File: config.mk
export PLATFORM = sky130hd
export DESIGN_NAME = uart_host_loader
export DESIGN_NICKNAME = d
export VERILOG_FILES = /design/src/rtl/uart_host_loader.sv
export SDC_FILE = /design/constraint.sdc
export NUM_CORES = 1
export LEC_CHECK = 0
export ABC_AREA = 1
export BUFFER_PORTS_ARGS = -buffer_cell sky130_fd_sc_hd__buf_2
export CAP_MARGIN = 5
export CORE_ASPECT_RATIO = 1.2
export CORE_MARGIN = 2
export CORE_UTILIZATION = 45
export CTS_CLUSTER_DIAMETER = 80
export DETAILED_ROUTE_END_ITERATION = 10
export GPL_TIMING_DRIVEN = 0
export PLACE_DENSITY_LB_ADDON = 0.1
export SLEW_MARGIN = 20
export SYNTH_ARGS = -nofsm -noshare
export SYNTH_HDL_FRONTEND = slang
export SYNTH_SLANG_ARGS = --single-unit
File: constraint.sdc
create_clock -name clk -period 4.6 [get_ports clk]
set_input_delay 0.23 -clock clk [delete_from_list [all_inputs] [get_ports clk]]
set_output_delay 0.23 -clock clk [all_outputs]
set_load 0.02 [all_outputs]
File: src/rtl/uart_host_loader.sv
// Host-side UART loader: answers the core's 0x99 request with size + program words, then bridges stdin/stdout.
// Optional inter-byte transmit gap: define UART_HOST_GAP_EN.
module uart_host_loader #(
  parameter int unsigned CLK_PER_HALF_BIT = 434,
  parameter int unsigned GAP_BITS         = 2
) (
  input  logic        clk,
  input  logic        rst,
  input  logic        start,
  input  logic        rxd,
  output logic        txd,
  input  logic [31:0] prog_size,
  output logic [29:0] prog_addr,
  input  logic [31:0] prog_data,
  input  logic [7:0]  in_data,
  input  logic        in_valid,
  output logic        in_ready,
  output logic [7:0]  out_data,
  output logic        out_valid,
  output logic [2:0]  state,
  output logic        size_err,
  output logic        frame_err
);
  localparam int unsigned BIT_CYC = 2 * CLK_PER_HALF_BIT;
  localparam int unsigned TW      = $clog2(BIT_CYC);
`ifdef UART_HOST_GAP_EN
  localparam bit GAP_EN = 1'b1;
`else
  localparam bit GAP_EN = 1'b0;
`endif
  // Gap periods are modelled as extra always-high bit slots after the stop bit.
  localparam int unsigned TX_LAST = GAP_EN ? 9 + GAP_BITS : 9;
  localparam int unsigned CW      = $clog2(TX_LAST + 1);
  localparam logic [TW-1:0] HALF_M1 = TW'(CLK_PER_HALF_BIT - 1);
  localparam logic [TW-1:0] BIT_M1  = TW'(BIT_CYC - 1);

  typedef enum logic [2:0] {
    IDLE = 3'd0, WAIT_REQ = 3'd1, SEND_SIZE = 3'd2,
    SEND_PROG = 3'd3, WAIT_RDY = 3'd4, STREAM = 3'd5
  } state_t;
  typedef enum logic [1:0] {RX_IDLE, RX_START, RX_DATA, RX_STOP} rx_state_t;

  state_t    state_q, state_d;
  rx_state_t rx_st_q, rx_st_d;
  logic          rx_s1_q, rx_s2_q, rx_prev_q;
  logic [TW-1:0] rx_tmr_q, rx_tmr_d, tx_tmr_q, tx_tmr_d;
  logic [2:0]    rx_bit_q, rx_bit_d;
  logic [7:0]    rx_sh_q, rx_sh_d, tx_dat_q, tx_dat_d, out_data_q, out_data_d;
  logic [CW-1:0] tx_bit_q, tx_bit_d;
  logic          tx_busy_q, tx_busy_d, txd_q, txd_d;
  logic [31:0]   size_q, size_d, word_q, word_d;
  logic [29:0]   addr_q, addr_d;
  logic [1:0]    bcnt_q, bcnt_d, fetch_q, fetch_d;
  logic          size_err_q, size_err_d, frame_err_q, frame_err_d, out_valid_q, out_valid_d;
  logic          rx_done, tx_ready, tx_load;
  logic [7:0]    tx_byte;

  always_comb begin
    state_d = state_q;   rx_st_d = rx_st_q;   rx_tmr_d = rx_tmr_q;  rx_bit_d = rx_bit_q;
    rx_sh_d = rx_sh_q;   tx_tmr_d = tx_tmr_q; tx_bit_d = tx_bit_q;  tx_busy_d = tx_busy_q;
    tx_dat_d = tx_dat_q; txd_d = txd_q;       size_d = size_q;      word_d = word_q;
    addr_d = addr_q;     bcnt_d = bcnt_q;     fetch_d = fetch_q;    size_err_d = size_err_q;
    frame_err_d = frame_err_q; out_data_d = out_data_q; out_valid_d = 1'b0;
    rx_done = 1'b0; tx_load = 1'b0; tx_byte = '0; in_ready = 1'b0;

    if (rx_tmr_q != '0) rx_tmr_d = rx_tmr_q - TW'(1);
    unique case (rx_st_q)
      RX_IDLE: if (rx_prev_q && !rx_s2_q) begin
        rx_st_d = RX_START; rx_tmr_d = HALF_M1;
      end
      RX_START: if (rx_tmr_q == '0) begin
        if (rx_s2_q) rx_st_d = RX_IDLE;
        else begin rx_st_d = RX_DATA; rx_tmr_d = BIT_M1; rx_bit_d = '0; end
      end
      RX_DATA: if (rx_tmr_q == '0) begin
        rx_sh_d = {rx_s2_q, rx_sh_q[7:1]};
        rx_tmr_d = BIT_M1;
        rx_bit_d = rx_bit_q + 3'd1;
        if (rx_bit_q == 3'd7) rx_st_d = RX_STOP;
      end
      RX_STOP: if (rx_tmr_q == '0) begin
        rx_st_d = RX_IDLE;
        if (rx_s2_q) rx_done = 1'b1;
        else frame_err_d = 1'b1;
      end
      default: rx_st_d = RX_IDLE;
    endcase

    // Ready in the final cycle of a frame so consecutive bytes run back-to-back.
    tx_ready = !tx_busy_q || (tx_tmr_q == '0 && tx_bit_q == CW'(TX_LAST));
    if (tx_busy_q) begin
      if (tx_tmr_q != '0) tx_tmr_d = tx_tmr_q - TW'(1);
      else if (tx_bit_q == CW'(TX_LAST)) tx_busy_d = 1'b0;
      else begin
        tx_bit_d = tx_bit_q + CW'(1);
        tx_tmr_d = BIT_M1;
        txd_d = (tx_bit_q < CW'(8)) ? tx_dat_q[tx_bit_q[2:0]] : 1'b1;
      end
    end

    unique case (state_q)
      IDLE: if (start) begin
        size_d = {prog_size[31:2], 2'b00};
        size_err_d = size_err_q | (prog_size[1:0] != 2'b00);
        state_d = WAIT_REQ;
      end
      WAIT_REQ: if (rx_done && rx_sh_q == 8'h99) begin
        state_d = SEND_SIZE; bcnt_d = '0;
      end
      SEND_SIZE: if (tx_ready) begin
        tx_load = 1'b1;
        tx_byte = size_q[{bcnt_q, 3'b000} +: 8];
        bcnt_d = bcnt_q + 2'd1;
        if (bcnt_q == 2'd3) begin
          if (size_q == '0) state_d = WAIT_RDY;
          else begin state_d = SEND_PROG; addr_d = '0; fetch_d = 2'd2; end
        end
      end
      SEND_PROG: begin
        // fetch_q: 2 = address just changed, 1 = prog_data valid to capture, 0 = word ready.
        if (fetch_q == 2'd2) fetch_d = 2'd1;
        else if (fetch_q == 2'd1) begin word_d = prog_data; fetch_d = 2'd0; end
        else if (tx_ready) begin
          tx_load = 1'b1;
          tx_byte = word_q[{bcnt_q, 3'b000} +: 8];
          bcnt_d = bcnt_q + 2'd1;
          if (bcnt_q == 2'd3) begin
            addr_d = addr_q + 30'd1;
            fetch_d = 2'd2;
            if (addr_q == size_q[31:2] - 30'd1) state_d = WAIT_RDY;
          end
        end
      end
      WAIT_RDY: if (rx_done && rx_sh_q == 8'haa) state_d = STREAM;
      STREAM: begin
        in_ready = tx_ready;
        if (in_valid && tx_ready) begin tx_load = 1'b1; tx_byte = in_data; end
        if (rx_done) begin out_valid_d = 1'b1; out_data_d = rx_sh_q; end
      end
      default: state_d = IDLE;
    endcase

    if (tx_load) begin
      tx_busy_d = 1'b1; tx_tmr_d = BIT_M1; tx_bit_d = '0; tx_dat_d = tx_byte; txd_d = 1'b0;
    end
  end

  always_ff @(posedge clk or posedge rst) begin
    if (rst) begin
      state_q <= IDLE;    rx_st_q <= RX_IDLE;
      rx_s1_q <= 1'b1;    rx_s2_q <= 1'b1;     rx_prev_q <= 1'b1;
      rx_tmr_q <= '0;     rx_bit_q <= '0;      rx_sh_q <= '0;
      tx_tmr_q <= '0;     tx_bit_q <= '0;      tx_busy_q <= 1'b0;
      tx_dat_q <= '0;     txd_q <= 1'b1;       size_q <= '0;
      word_q <= '0;       addr_q <= '0;        bcnt_q <= '0;
      fetch_q <= '0;      size_err_q <= 1'b0;  frame_err_q <= 1'b0;
      out_data_q <= '0;   out_valid_q <= 1'b0;
    end else begin
      state_q <= state_d; rx_st_q <= rx_st_d;
      rx_s1_q <= rxd;     rx_s2_q <= rx_s1_q;  rx_prev_q <= rx_s2_q;
      rx_tmr_q <= rx_tmr_d; rx_bit_q <= rx_bit_d; rx_sh_q <= rx_sh_d;
      tx_tmr_q <= tx_tmr_d; tx_bit_q <= tx_bit_d; tx_busy_q <= tx_busy_d;
      tx_dat_q <= tx_dat_d; txd_q <= txd_d;       size_q <= size_d;
      word_q <= word_d;     addr_q <= addr_d;     bcnt_q <= bcnt_d;
      fetch_q <= fetch_d;   size_err_q <= size_err_d; frame_err_q <= frame_err_d;
      out_data_q <= out_data_d; out_valid_q <= out_valid_d;
    end
  end

  assign txd       = txd_q;
  assign prog_addr = addr_q;
  assign out_data  = out_data_q;
  assign out_valid = out_valid_q;
  assign state     = state_q;
  assign size_err  = size_err_q;
  assign frame_err = frame_err_q;
endmodule

Yosys cells after proc, flatten, opt, wreduce, memory -nomap -nowiden
Cells that the tools add are included.
- flip-flop bits (word level): 160
- input port bits: 77
- add/sub/neg operators: 7
- magnitude comparators: 2
- equality and inequality tests: 38
- shifts and indexed selects: 2
- muxes and demuxes: 86
- bitwise gates (word level): 4
- reduce and logical (&&, ||, !) cells: 33
- operator list (operator ; number):
    30-bit two-way mux ; 7
    10-bit two-way mux ; 9
    32-bit by 6-bit variable part select with 8-bit output ; 2
    30-bit one-hot mux with 2 select lines ; 1
    3-bit two-way mux ; 14
    8-bit two-way mux ; 5
    2-bit != test (second input constant) ; 19
    2-bit two-way mux ; 17
    32-bit logical NOT ; 1
    30-bit by 1-bit adder with 30-bit output (second input constant) ; 1
    30-bit equality test ; 1
    10-bit one-hot mux with 3 select lines ; 1
    30-bit by 1-bit subtractor with 30-bit output (second input constant) ; 1
    8-bit one-hot mux with 3 select lines ; 1
    10-bit logical NOT ; 2
    1-bit two-way mux ; 20
    10-bit nonzero test ; 2
    10-bit by 1-bit subtractor with 10-bit output (second input constant) ; 2
    3-bit one-hot mux with 6 select lines ; 1
    8-bit equality test (second input constant) ; 2
    4-bit two-way mux ; 4
    11-bit AND reduction ; 1
    3-bit equality test (second input constant) ; 3
    3-bit AND reduction ; 3
    other kinds (32) ; 52

Logic depth before layout (Yosys ltp)
Gate-level depths: netlist (run 1).
- depth after elaboration: 9
- gate-level depth with buffers: 19
- gate-level depth less buffers: 18

Least setup slack after synthesis (run 1)
No wires, ideal clock.
- kind: register to register
- start point: reg addr_q[1] (netlist: prog_addr[1])
- end point: reg addr_q[18] (netlist: prog_addr[18])
- setup time: 64 ps
- arrival time: 2061 ps
- slack: 2475 ps
- cell stages (with the launch flop): 15
- path through: dfrtp_1 -> ha_1 -> nand2_1 -> nor2_4 -> inv_2 -> nor2_4 -> inv_2 -> nor2_4 -> inv_2 -> nor3_4 -> nand4_1 -> nor2_2 -> nand2_1 -> a21oi_1 -> o21a_1
- word-level cells in the longest chain between the ends: 6
- RTL lines (what ; line ; source):
    start, declared ; 52 ; logic [29:0] addr_q, addr_d;
    start signal, assigned ; 164 ; word_q <= word_d; addr_q <= addr_d; bcnt_q <= bcnt_d;
    30-bit by 1-bit adder with 30-bit output ; 128 ; addr_d = addr_q + 30'd1;
    30-bit two-way mux ; 127 ; if (bcnt_q == 2'd3) begin
    30-bit two-way mux ; 123 ; else if (tx_ready) begin
    30-bit two-way mux ; 122 ; else if (fetch_q == 2'd1) begin word_d = prog_data; fetch_d = 2'd0; end
    30-bit two-way mux ; 121 ; if (fetch_q == 2'd2) fetch_d = 2'd1;
    30-bit one-hot mux with 2 select lines ; 101 ; unique case (state_q)
No other way between the ends. The select of a mux whose other input is x is not followed.
A chain may end at the register's enable or synchronous reset.

Worst setup path in the final report (run 1)
- start point: reg tx_tmr_q[0]
- end point: reg addr_q[16] (netlist: prog_addr[16])
- word-level cells in the longest chain between the ends: 5
- elaborated cells between the ends (all ways): 6
- those cells by class: eq/ne: 2; reduce/logical: 4
- RTL lines (what ; line ; source):
    start, declared ; 46 ; logic [TW-1:0] rx_tmr_q, rx_tmr_d, tx_tmr_q, tx_tmr_d;
    start signal, assigned ; 162 ; tx_tmr_q <= tx_tmr_d; tx_bit_q <= tx_bit_d; tx_busy_q <= tx_busy_d;
    10-bit logical NOT * ; 90 ; tx_ready = !tx_busy_q || (tx_tmr_q == '0 && tx_bit_q == CW'(TX_LAST));
    1-bit logical AND * ; 90 ;
    1-bit logical OR * ; 90 ;
    2-bit != test (no source line) ; -- ;
    8-bit AND reduction (no source line) * ; -- ;
Every way passes the cells marked *; elsewhere a longest branch is shown, timed or not.

==> out/results.env, run 1 <==
PIN_SLEW_WITH_THE_LEAST_HEADROOM_TO_ITS_LIMIT_NS=0.8495
CTS_SETUP_BUFFERS=0
TIMING.FINAL.WS_SETUP_NS=1.790
FINAL.PERIOD_UTILIZATION=0.6108
FINALHOLDVIOLATIONS=0
GRT_FIRST_PASS_WIRELENGTH_MICRONS=43700
FP.DIEAREA_SQ_UM=22230
FINAL.MIN_CLOCK_PERIOD_NS=2.810
GLOBALROUTETOTALUTIL=0.2549
POST_SYNTH.CELL_AREA_AVG_SQ_UM=7.733
WORSTHOLDSTART='prog_data[4]'
SYNTH_CELL_TYPE_COUNT=60
POST_SYNTH_FA_HA_MAJ_AREA_FRACTION=0.01717
UNREPAIRED_SETUP_ENDPOINTS_AFTER_GLOBAL_ROUTING='false'
TOTAL_CTS_BUFFERS=17
MAXIMUM_FANOUT_COUNT_ALONG_THE_CRITICAL_PATH=7
WORST_SLEW_MARGIN_REL=0.4277
WORST_REG2REG_SETUP_SLACK_NS=1.79
SYNTHESIS.NETS=1315
DRT_ITER0_DRC=647
POSTSYNTHREGISTERBITS=160
WORST_R2R_ENDPOINT='prog_addr[16]$_DFFE_PP0P_'
CAPTURE_ENDPOINT_OF_THE_WORST_HOLD_PATH='word_q[4]$_DFFE_PP0P_'
SYNTHTOLAYOUTAREAGROWTH_PCT=16.88
HOLD_SLACK_NS=0.01848
EDFF_COUNT_SYNTH=0
WORST_SETUP_HOLD_PATH_CLK_SLEW_NS=0.08
RUN_STATUS='complete, no violations'
SYN-CELL-AREA_SQ_UM=9473
GLOBAL_ROUTE_TOTAL_OVERFLOW=0
AVERAGE_DETAILED_ROUTED_WIRE_LENGTH_PER_INSTANCE_MICRONS=16.59
WORST_EP_REQUIRED_TIME_NS=4.92
CTS_HOLD_REPAIR.BUFFERS=2
CLOCK_INSERTION_DELAY_WORST_SKEW_NS=0.44
CTS_RESIZED=0
HPWL_AFTER_DPL_MICRONS=21400
PLACE.PORT_BUFFERS=122
CTS_TREE='done'
POWER.DENSITY_nW_PER_UM2=294.0
CTS_ROOT_BUF='clkbuf_16'
PLACEABLECOREAREA_SQ_UM=20830
SYNTH_SEQUENTIAL_AREA_RATIO=0.4232
SETUP_TNS_NS=0
DETAILEDROUTE.FIRSTPASSITERATIONCOUNT=5
SYN_INST=1225
MAXSLEWVIOLCOUNT=0
SYNTH_TOP_FAMILY_BY_AREA='simple AND/OR/NAND/NOR gates'
FINAL_ANTENNA_NET_COUNT=0
XOR_AND_XNOR_FRACTION_OF_THE_MAPPED_NETLIST_AREA=0.03844
DIE_W_MICRONS=136.4
HOLD-PATH-CELL-COUNT=2
WL_MICRONS=27420
POST_SYNTH_AND_OR_NAND_NOR_AREA_FRACTION=0.2798
STARTPOINT_KIND_OF_THE_WORST_SETUP_TIMING_PATH='register'
CTS.SINKS=160
REG2REG_FROM='tx_tmr_q[0]$_DFFE_PP0P_'
VIAS=8767
POST_ROUTE_CELLS_DRIVE_ABOVE_1_SHARE=0.1874
CP_DATA_ARRIVAL_TIME_NS=3.13
GRT_PASS1_VIAS=8322
YS.WARNINGS.COUNT=0
INITIAL_CORE_UTIL=0.4548
MAX_FREQ_MHz=355.9
HP-CLASS='in -> reg'
POST_SYNTHESIS_COMPOUND_GATE_AREA_FRACTION=0.1316
POSTSYNTH.TOPFLOPCELL='dfrtp_1'
DRV_CAP=0
POST-PLACE-WS_NS=1.814
WORST_PATH_LARGEST_CELL_DELAY_NS=0.48
FINAL_NET_COUNT=1459
POWER_uW=3255
H_TREE_LEVELS=4
ANTENNA_FOUND_INITIAL=3
CRIT_PATH_CELL_TRACE='inv_1 -> ha_1 -> nand2_1 -> nor2_2 -> nand3_2 -> nor2_2 -> nand3_2 -> nand2_2 -> nand2_2 -> nand2_2 -> nand2_1 -> nor2_1 -> inv_1 -> o21ai_0 -> a21oi_2'
VDD_IR_DROP_MAX_uV=228.8
DIE_HEIGHT_MICRONS=162.9
ENDPOINT_KIND='register'
WORST_PATH_MAX_DELAY_CELL='nor2_1'
ROW_COUNT=58
CRITICALPATHCATEGORY='reg -> reg'
ROUTABILITYCONGESTION=0.9562
SYNTH_MUX_AREA_FRAC=0.04042
FINISH.UTILIZATION=0.5316
POST-ROUTE-DRC-COUNT=0
SYNTHARSTFLOPSHARE=1.000
REG2REG_DEPTH=15
PIN_COUNT_OF_THE_BIGGEST_NET_ENTERING_GLOBAL_ROUTING=85
FINALSETUPVIOLCOUNT=0
POWER.STATIC_LEAKAGE_uW=0.005163
FILL_CELLS=2050
CLOCK_SKEW_NS=0.01243
POST_DRT_VIA_CELL_RATIO=5.304
CLOCK_TREE_BUFFER_DEPTH=2
CRITPATHMOSTFREQUENTCELL='nand2_2'
NUM_IO_PINS=123
synthesized netlist by cell type, types with 3 or more instances:
master | count | area share
ha_1 | 13 | 0.017
nand2_2 | 9 | 0.0059
o21ai_0 | 93 | 0.049
nand3_1 | 61 | 0.032
clkbuf_1 | 20 | 0.0079
buf_1 | 5 | 0.0020
nand4_1 | 23 | 0.015
o31ai_1 | 11 | 0.0087
nand3b_1 | 3 | 0.0024
dfstp_2 | 4 | 0.011
nor3_1 | 18 | 0.0095
nor2_1 | 180 | 0.071
clkinv_1 | 3 | 0.0012
xnor2_1 | 10 | 0.0092
mux2_2 | 34 | 0.040
a41oi_1 | 5 | 0.0046
nor4_1 | 8 | 0.0053
xor2_1 | 29 | 0.027
inv_1 | 127 | 0.050
o22ai_1 | 9 | 0.0059
a21oi_1 | 65 | 0.034
a31oi_1 | 4 | 0.0026
nor2_2 | 12 | 0.0079
nor2_4 | 8 | 0.0095
inv_2 | 7 | 0.0028
nand3_2 | 5 | 0.0053
nand2_4 | 3 | 0.0036
dfrtp_1 | 156 | 0.41
buf_2 | 4 | 0.0021
nand2_1 | 256 | 0.10
cell families (layout without fill, tap and decap cells):
logic type,Yosys count,count (layout)
other,0,1
buffers and inverters,170,327
AOI/OAI and AO/OA,215,215
muxes,34,34
adders and majority gates,13,13
xor gates and xnor gates,40,40
DFF,160,160
and+or+nand+nor,593,593
critical path, delay by kind of cell (launching register included):
| family | cells | cell delay, ns |
|---|---|---|
| flip-flops | 1 | 0.41 |
| AO/OA/AOI/OAI | 2 | 0.22 |
| AND/OR/NAND/NOR | 10 | 1.47 |
| adder cells (fa/ha/maj) | 1 | 0.19 |
| buffers and inverters | 2 | 0.38 |
how the worst max path moves through the flow:
stage,depth (start not counted),start,slack [ns],to
after global placement,2,rst,-2.07,prog_addr[7]$_DFFE_PP0P_
after detailed placement,15,tx_tmr_q[0]$_DFFE_PP0P_,1.81,prog_addr[16]$_DFFE_PP0P_
after global routing,15,tx_tmr_q[0]$_DFFE_PP0P_,1.48,prog_addr[16]$_DFFE_PP0P_
after CTS,15,tx_tmr_q[0]$_DFFE_PP0P_,1.78,prog_addr[16]$_DFFE_PP0P_
after floorplan,1,rst,0.06,async pin
final,15,tx_tmr_q[0]$_DFFE_PP0P_,1.79,prog_addr[16]$_DFFE_PP0P_
cell usage in the layout, fill, tap and decap left out, drive strengths merged, types with 5 or more instances in the layout:
| master | count |
|---|---|
| nand2 | 268 |
| nor2 | 201 |
| dfrtp | 156 |
| inv | 145 |
| buf | 134 |
| o21ai | 98 |
| a21oi | 67 |
| nand3 | 67 |
| clkbuf | 37 |
| mux2 | 34 |
| xor2 | 29 |
| nand4 | 23 |
| nor3 | 20 |
| ha | 13 |
| o31ai | 11 |
| xnor2 | 10 |
| o22ai | 9 |
| nor4 | 8 |
| clkinv | 6 |
| a41oi | 5 |
where the power goes:
part           switching [uW]  leakage [uW]  internal [uW]
clock                     680      0.000286            776
sequential               42.2       0.00194           1470
combinational             166       0.00293            120
registers in the layout, indices dropped and copies added, names as in the netlist, 2 cells and up, named ones only:
signal     flops
tx_tmr_q      10
tx_bit_q       4
size_q        30
rx_sh_q        8
bcnt_q         2
tx_dat_q       8
word_q        32
state          3
rx_tmr_q      10
fetch_q        2
rx_bit_q       3
prog_addr     30
out_data       8
per-stage QoR:
step	instance area (sq um)	std cells
2_1_floorplan	9473	1225
3_3_place_gp	10420	1617
3_5_place_dp	10460	1618
4_1_cts	11070	1652
5_1_grt	11070	1652
6_report	11070	1653
final cells by class:
class	instances	area (sq um)	area share
well taps	270	337.8	0.03051
clock buffers	17	425.4	0.03842
clock inverters	15	167.7	0.01514
diodes	1	2.502	0.0002260
multi-input cells	895	4806	0.4341
repair buffers	125	658.1	0.05944
plain buffers	31	132.6	0.01198
inverters	139	533.0	0.04814
flip-flops and latches	160	4009	0.3621
layer usage:
metal / up-vias / routed length (microns) / track usage
li1: 4348 / - / -
met4: 4 / 813 / 0.09470
met1: 4129 / 12040 / 0.3309
met3: 48 / 1271 / 0.04700
met2: 238 / 13270 / 0.4228
met5: - / 28 / 0
Note: power is estimated with default switching activity, not from simulation.
==> inputs of run 2 (changes only) <==
Settings changed: ABC_AREA 1 to 0.
Clock period 4.6 ns to 2.56 ns, I/O delays scaled along.
==> out/results.env, run 2 <==
CTS_TREE='done'  # unchanged
SEQUENTIAL_FRACTION_OF_DESIGN_POWER=0.385  # was 0.464
FP.DIEAREA_SQ_UM=20640  # was 22230 sq um
PLACE_AREA_SQ_UM=9897  # was 10460 sq um
HPWL_AFTER_DPL_MICRONS=17180  # was 21400 microns
YOSYSTOPAREACELLSHARE=0.4448  # was 0.4121
STDCELL_AREA_SQ_UM=11980  # was 11070 sq um
FINISH.UTILIZATION=0.6308  # was 0.5316
SYNTH.AREA.TOP_CELLS='dfrtp_1 (44%), mux2_2 (9.8%), mux4_2 (4.1%)'  # was dfrtp_1 (41%), nand2_1 (10%), nor2_1 (7.1%)
FINAL_ANTENNA_NET_COUNT=0  # unchanged
DETAILEDROUTE.FIRSTPASSITERATIONCOUNT=5  # unchanged
CTS_ROOT_BUF='clkbuf_16'  # unchanged
AVERAGE_DETAILED_ROUTED_WIRE_LENGTH_PER_INSTANCE_MICRONS=18.17  # was 16.59 microns
DIE_W_MICRONS=131.5  # was 136.4 microns
LARGEST_REG_FLOPS=32  # unchanged
POST_SYNTH_FA_HA_MAJ_AREA_FRACTION=0.01853  # was 0.01717
GLOBAL_ROUTE_TOTAL_OVERFLOW=0  # unchanged
GRT_FIRST_PASS_WIRELENGTH_MICRONS=39430  # was 43700 microns
POWER.CLOCK.FRACTION=0.261  # was 0.447
TIMING.FINAL.WS_SETUP_NS=-0.2625  # was 1.790 ns
REGMOSTFLOPS='word_q'  # unchanged
PIN_COUNT_OF_THE_BIGGEST_NET_ENTERING_GLOBAL_ROUTING=33  # was 85
SYNTH_SEQUENTIAL_AREA_RATIO=0.4568  # was 0.4232
P_SW_uW=3657  # was 888.9 uW
REG2REG_FROM='size_q[5]$_DFFE_PP0P_'  # was tx_tmr_q[0]$_DFFE_PP0P_
XOR_AND_XNOR_FRACTION_OF_THE_MAPPED_NETLIST_AREA=0.06687  # was 0.03844
NUM_IO_PINS=123  # unchanged
TIMING.CRITICAL_PATH.FROM='size_q[5]$_DFFE_PP0P_'  # was tx_tmr_q[0]$_DFFE_PP0P_
FINAL.PERIOD_UTILIZATION=1.103  # was 0.6108
SYN-CELL-AREA_SQ_UM=8776  # was 9473 sq um
POST-ROUTE-DRC-COUNT=0  # unchanged
SYNTHARSTFLOPSHARE=1.000  # unchanged
ANTENNA_FOUND_INITIAL=0  # was 3
SYNTHESIS.NETS=915  # was 1315
CTS.SINKS=160  # unchanged
ENDPOINT_KIND='register'  # unchanged
WL_MICRONS=24600  # was 27420 microns
UNREPAIRED_SETUP_ENDPOINTS_AFTER_GLOBAL_ROUTING='true'  # was false
SYNTH_MOST_COMMON_CELL='dfrtp_1'  # was nand2_1
VDD_IR_DROP_MAX_uV=551.6  # was 228.8 uV
POSTSYNTHREGISTERBITS=160  # unchanged
POWER.SHARE.SWITCHING=0.3624  # was 0.2731
POWER.STATIC_LEAKAGE_uW=0.005212  # was 0.005163 uW
LAYOUT.CELLS.MOST_COMMON_LIST='dfrtp_1 (142), buf_2 (124), mux2_2 (76), dlygate4sd3_1 (72), nor2_1 (68)'  # was nand2_1 (256), nor2_1 (180), dfrtp_1 (156), inv_1 (126), buf_2 (126)
WORSTHOLDSTART='in_data[1]'  # was prog_data[4]
HP-CLASS='in -> reg'  # unchanged
WORST_EP_REQUIRED_TIME_NS=2.88  # was 4.92 ns
POST_SYNTH.CELL_AREA_AVG_SQ_UM=10.64  # was 7.733 sq um
H_TREE_LEVELS=4  # unchanged
SYNTH_TOP_FAMILY_BY_AREA='simple AND/OR/NAND/NOR gates'  # unchanged
FINAL.MIN_CLOCK_PERIOD_NS=2.822  # was 2.810 ns
CLOCK_TREE_BUFFER_DEPTH=2  # unchanged
FILL_CELLS=1554  # was 2050
POST_SYNTH_MOST_FREQUENT_CELLS='dfrtp_1 (156), mux2_2 (76), nor2_1 (76)'  # was nand2_1 (256), nor2_1 (180), dfrtp_1 (156)
DIE_HEIGHT_MICRONS=157.0  # was 162.9 microns
STARTPOINT_KIND_OF_THE_WORST_SETUP_TIMING_PATH='register'  # unchanged
SYN_INST=825  # was 1225
POSTSYNTH.TOPFLOPCELL='dfrtp_1'  # unchanged
MAX_FREQ_MHz=354.3  # was 355.9 MHz
POST_ROUTE_CELLS_DRIVE_ABOVE_1_SHARE=0.3902  # was 0.1874
GLOBALROUTETOTALUTIL=0.2421  # was 0.2549
PIN_SLEW_WITH_THE_LEAST_HEADROOM_TO_ITS_LIMIT_NS=0.8708  # was 0.8495 ns
EDFF_COUNT_SYNTH=0  # unchanged
POWER_REPORT.INTERNAL_TOTAL_uW=6434  # was 2366 uW
POST_SYNTHESIS_COMPOUND_GATE_AREA_FRACTION=0.09367  # was 0.1316
PLACE.PORT_BUFFERS=122  # unchanged
LAYOUT.CELLS.MOST_COMMON='dfrtp_1'  # was nand2_1
POWER.DENSITY_nW_PER_UM2=842.2  # was 294.0 nW/um^2
POST-SYNTH-TOP-AREA-CELL='dfrtp_1'  # unchanged
POST_DRT_VIA_CELL_RATIO=5.528  # was 5.304
CRITICALPATHCATEGORY='reg -> reg'  # unchanged
MAXIMUM_FANOUT_COUNT_ALONG_THE_CRITICAL_PATH=9  # was 7
P_COMB_FRAC=0.355  # was 0.088
TOTAL_CTS_BUFFERS=17  # unchanged
CP_DATA_ARRIVAL_TIME_NS=3.15  # was 3.13 ns
WORST_SETUP_HOLD_PATH_CLK_SLEW_NS=0.07  # was 0.08 ns
POST_SYNTH_AND_OR_NAND_NOR_AREA_FRACTION=0.1898  # was 0.2798
GRT_PASS1_VIAS=7496  # was 8322
FAILED_CHECKS='setup timing'
ROW_COUNT=55  # was 58
POWER_uW=10090  # was 3255 uW
FINALHOLDVIOLATIONS=0  # unchanged
CLOCK_INSERTION_DELAY_WORST_SKEW_NS=0.44  # about the same
RUN_STATUS='finished with violations'  # was complete, no violations
ROUTABILITYCONGESTION=0.9208  # was 0.9562
WORST_SLEW_MARGIN_REL=0.4195  # was 0.4277
FINAL_NET_COUNT=1174  # was 1459
DRT_ITER0_DRC=359  # was 647
INITIAL_CORE_UTIL=0.4621  # was 0.4548
SYNTHTOLAYOUTAREAGROWTH_PCT=36.53  # was 16.88%
PLACEABLECOREAREA_SQ_UM=18990  # was 20830 sq um
FINALSETUPVIOLCOUNT=27  # was 0
MAXSLEWVIOLCOUNT=0  # unchanged
YS.WARNINGS.COUNT=0  # unchanged
DRV_CAP=0  # unchanged
SYNTH_CELL_TYPE_COUNT=77  # was 60
CLOCK_SKEW_NS=0.01592  # was 0.01243 ns
VIAS=7485  # was 8767
SYNTH_MUX_AREA_FRAC=0.1420  # was 0.04042
[run 2: cell count changes after synthesis, moves of 24 or more]
cell | before | now
a21oi_1 | 65 | 26
inv_1 | 127 | 24
mux2_2 | 34 | 76
nand2_1 | 256 | 66
nand3_1 | 61 | 22
nor2_1 | 180 | 76
o21ai_0 | 93 | 27
xnor2_1 | 10 | 34
[run 2: cells by family after synthesis]
group / count (synthesis)
mux: 95
xor+xnor: 67
simple gates: 306
fa+ha+maj: 13
buf+inv: 62
flops: 160
compound gates: 122
[run 2: what timing repair did]
item,CTS,global route
buffers inserted,24,22
resized for setup,52,70
setup endpoints to repair,71,77
endpoints found under the hold margin,85,0
gates cloned,0,0
hold buffers,72,0
pin swaps,36,38
[run 2: layout make-up]
| type | count | area, sq um | area share |
|---|---|---|---|
| well taps | 256 | 320.3 | 0.02673 |
| inverters | 24 | 93.84 | 0.007832 |
| multi-input cells | 603 | 4902 | 0.4091 |
| clock inverters | 15 | 190.2 | 0.01587 |
| repair buffers | 246 | 1838 | 0.1534 |
| plain buffers | 32 | 182.7 | 0.01525 |
| clock buffers | 17 | 425.4 | 0.03551 |
| flip-flops and latches | 160 | 4026 | 0.3360 |
| diodes | 1 | 2.502 | 0.0002089 |
[run 2: power by group through the flow]
stage	combinational, uW	sequential (uW)	clock (uW)
after global routing	3900	3950	2800
after CTS	3180	3830	2690
final	3580	3880	2630
after detailed placement	2900	3850	0
after global placement	2830	3830	0
after floorplan	2280	3610	0
[run 2: worst max-delay path, cell delays in order, from the launching register on]
cell	delay (ns)
dfrtp_1	0.36
buf_2	0.19
nor4b_4	0.37
and4_1	0.36
and4bb_2	0.34
o31a_1	0.16
o221ai_1	0.17
nor4b_2	0.30
buf_4	0.18
a21oi_2	0.06
a211o_1	0.23
[run 2: worst paths after layout]
| check | slack (ns) | depth (start not counted) | end |
|---|---|---|---|
| setup / recovery | -0.26 | 10 | state[0]$_DFFE_PP0P_ |
| hold / removal | 0.05 | 3 | tx_dat_q[1]$_DFFE_PP0P_ |
| setup reg to reg | -0.26 | 10 | state[0]$_DFFE_PP0P_ |
| hold reg to reg | 0.36 | 0 | rx_s2_q$_DFF_PP1_ |
| max in group asynchronous | 1.11 | 7 | txd$_DFFE_PP1P_ |
| min in group asynchronous | 0.27 | 3 | rx_tmr_q[9]$_DFF_PP0_ |
[run 2: routing by layer]
metal,vias up,global-route usage,part of all wire
met5,-,0,0
met4,0,0.1056,0.041
met3,83,0.04928,0.049
met2,235,0.4186,0.50
met1,3632,0.2952,0.40
li1,3535,-,-
[run 2: metrics by stage]
step	std cells	setup WS [ns]	hold WS (ns)	TNS, ns
2_1_floorplan	825	0.003768	0.1325	0
3_3_place_gp	1203	-0.7159	0.2333	-130.74
3_5_place_dp	1209	-0.6616	0.1653	-17.89
4_1_cts	1334	-0.2379	0.02738	-2.025
5_1_grt	1353	-0.3481	0.05215	-6.102
6_report	1354	-0.2625	0.04603	-1.861
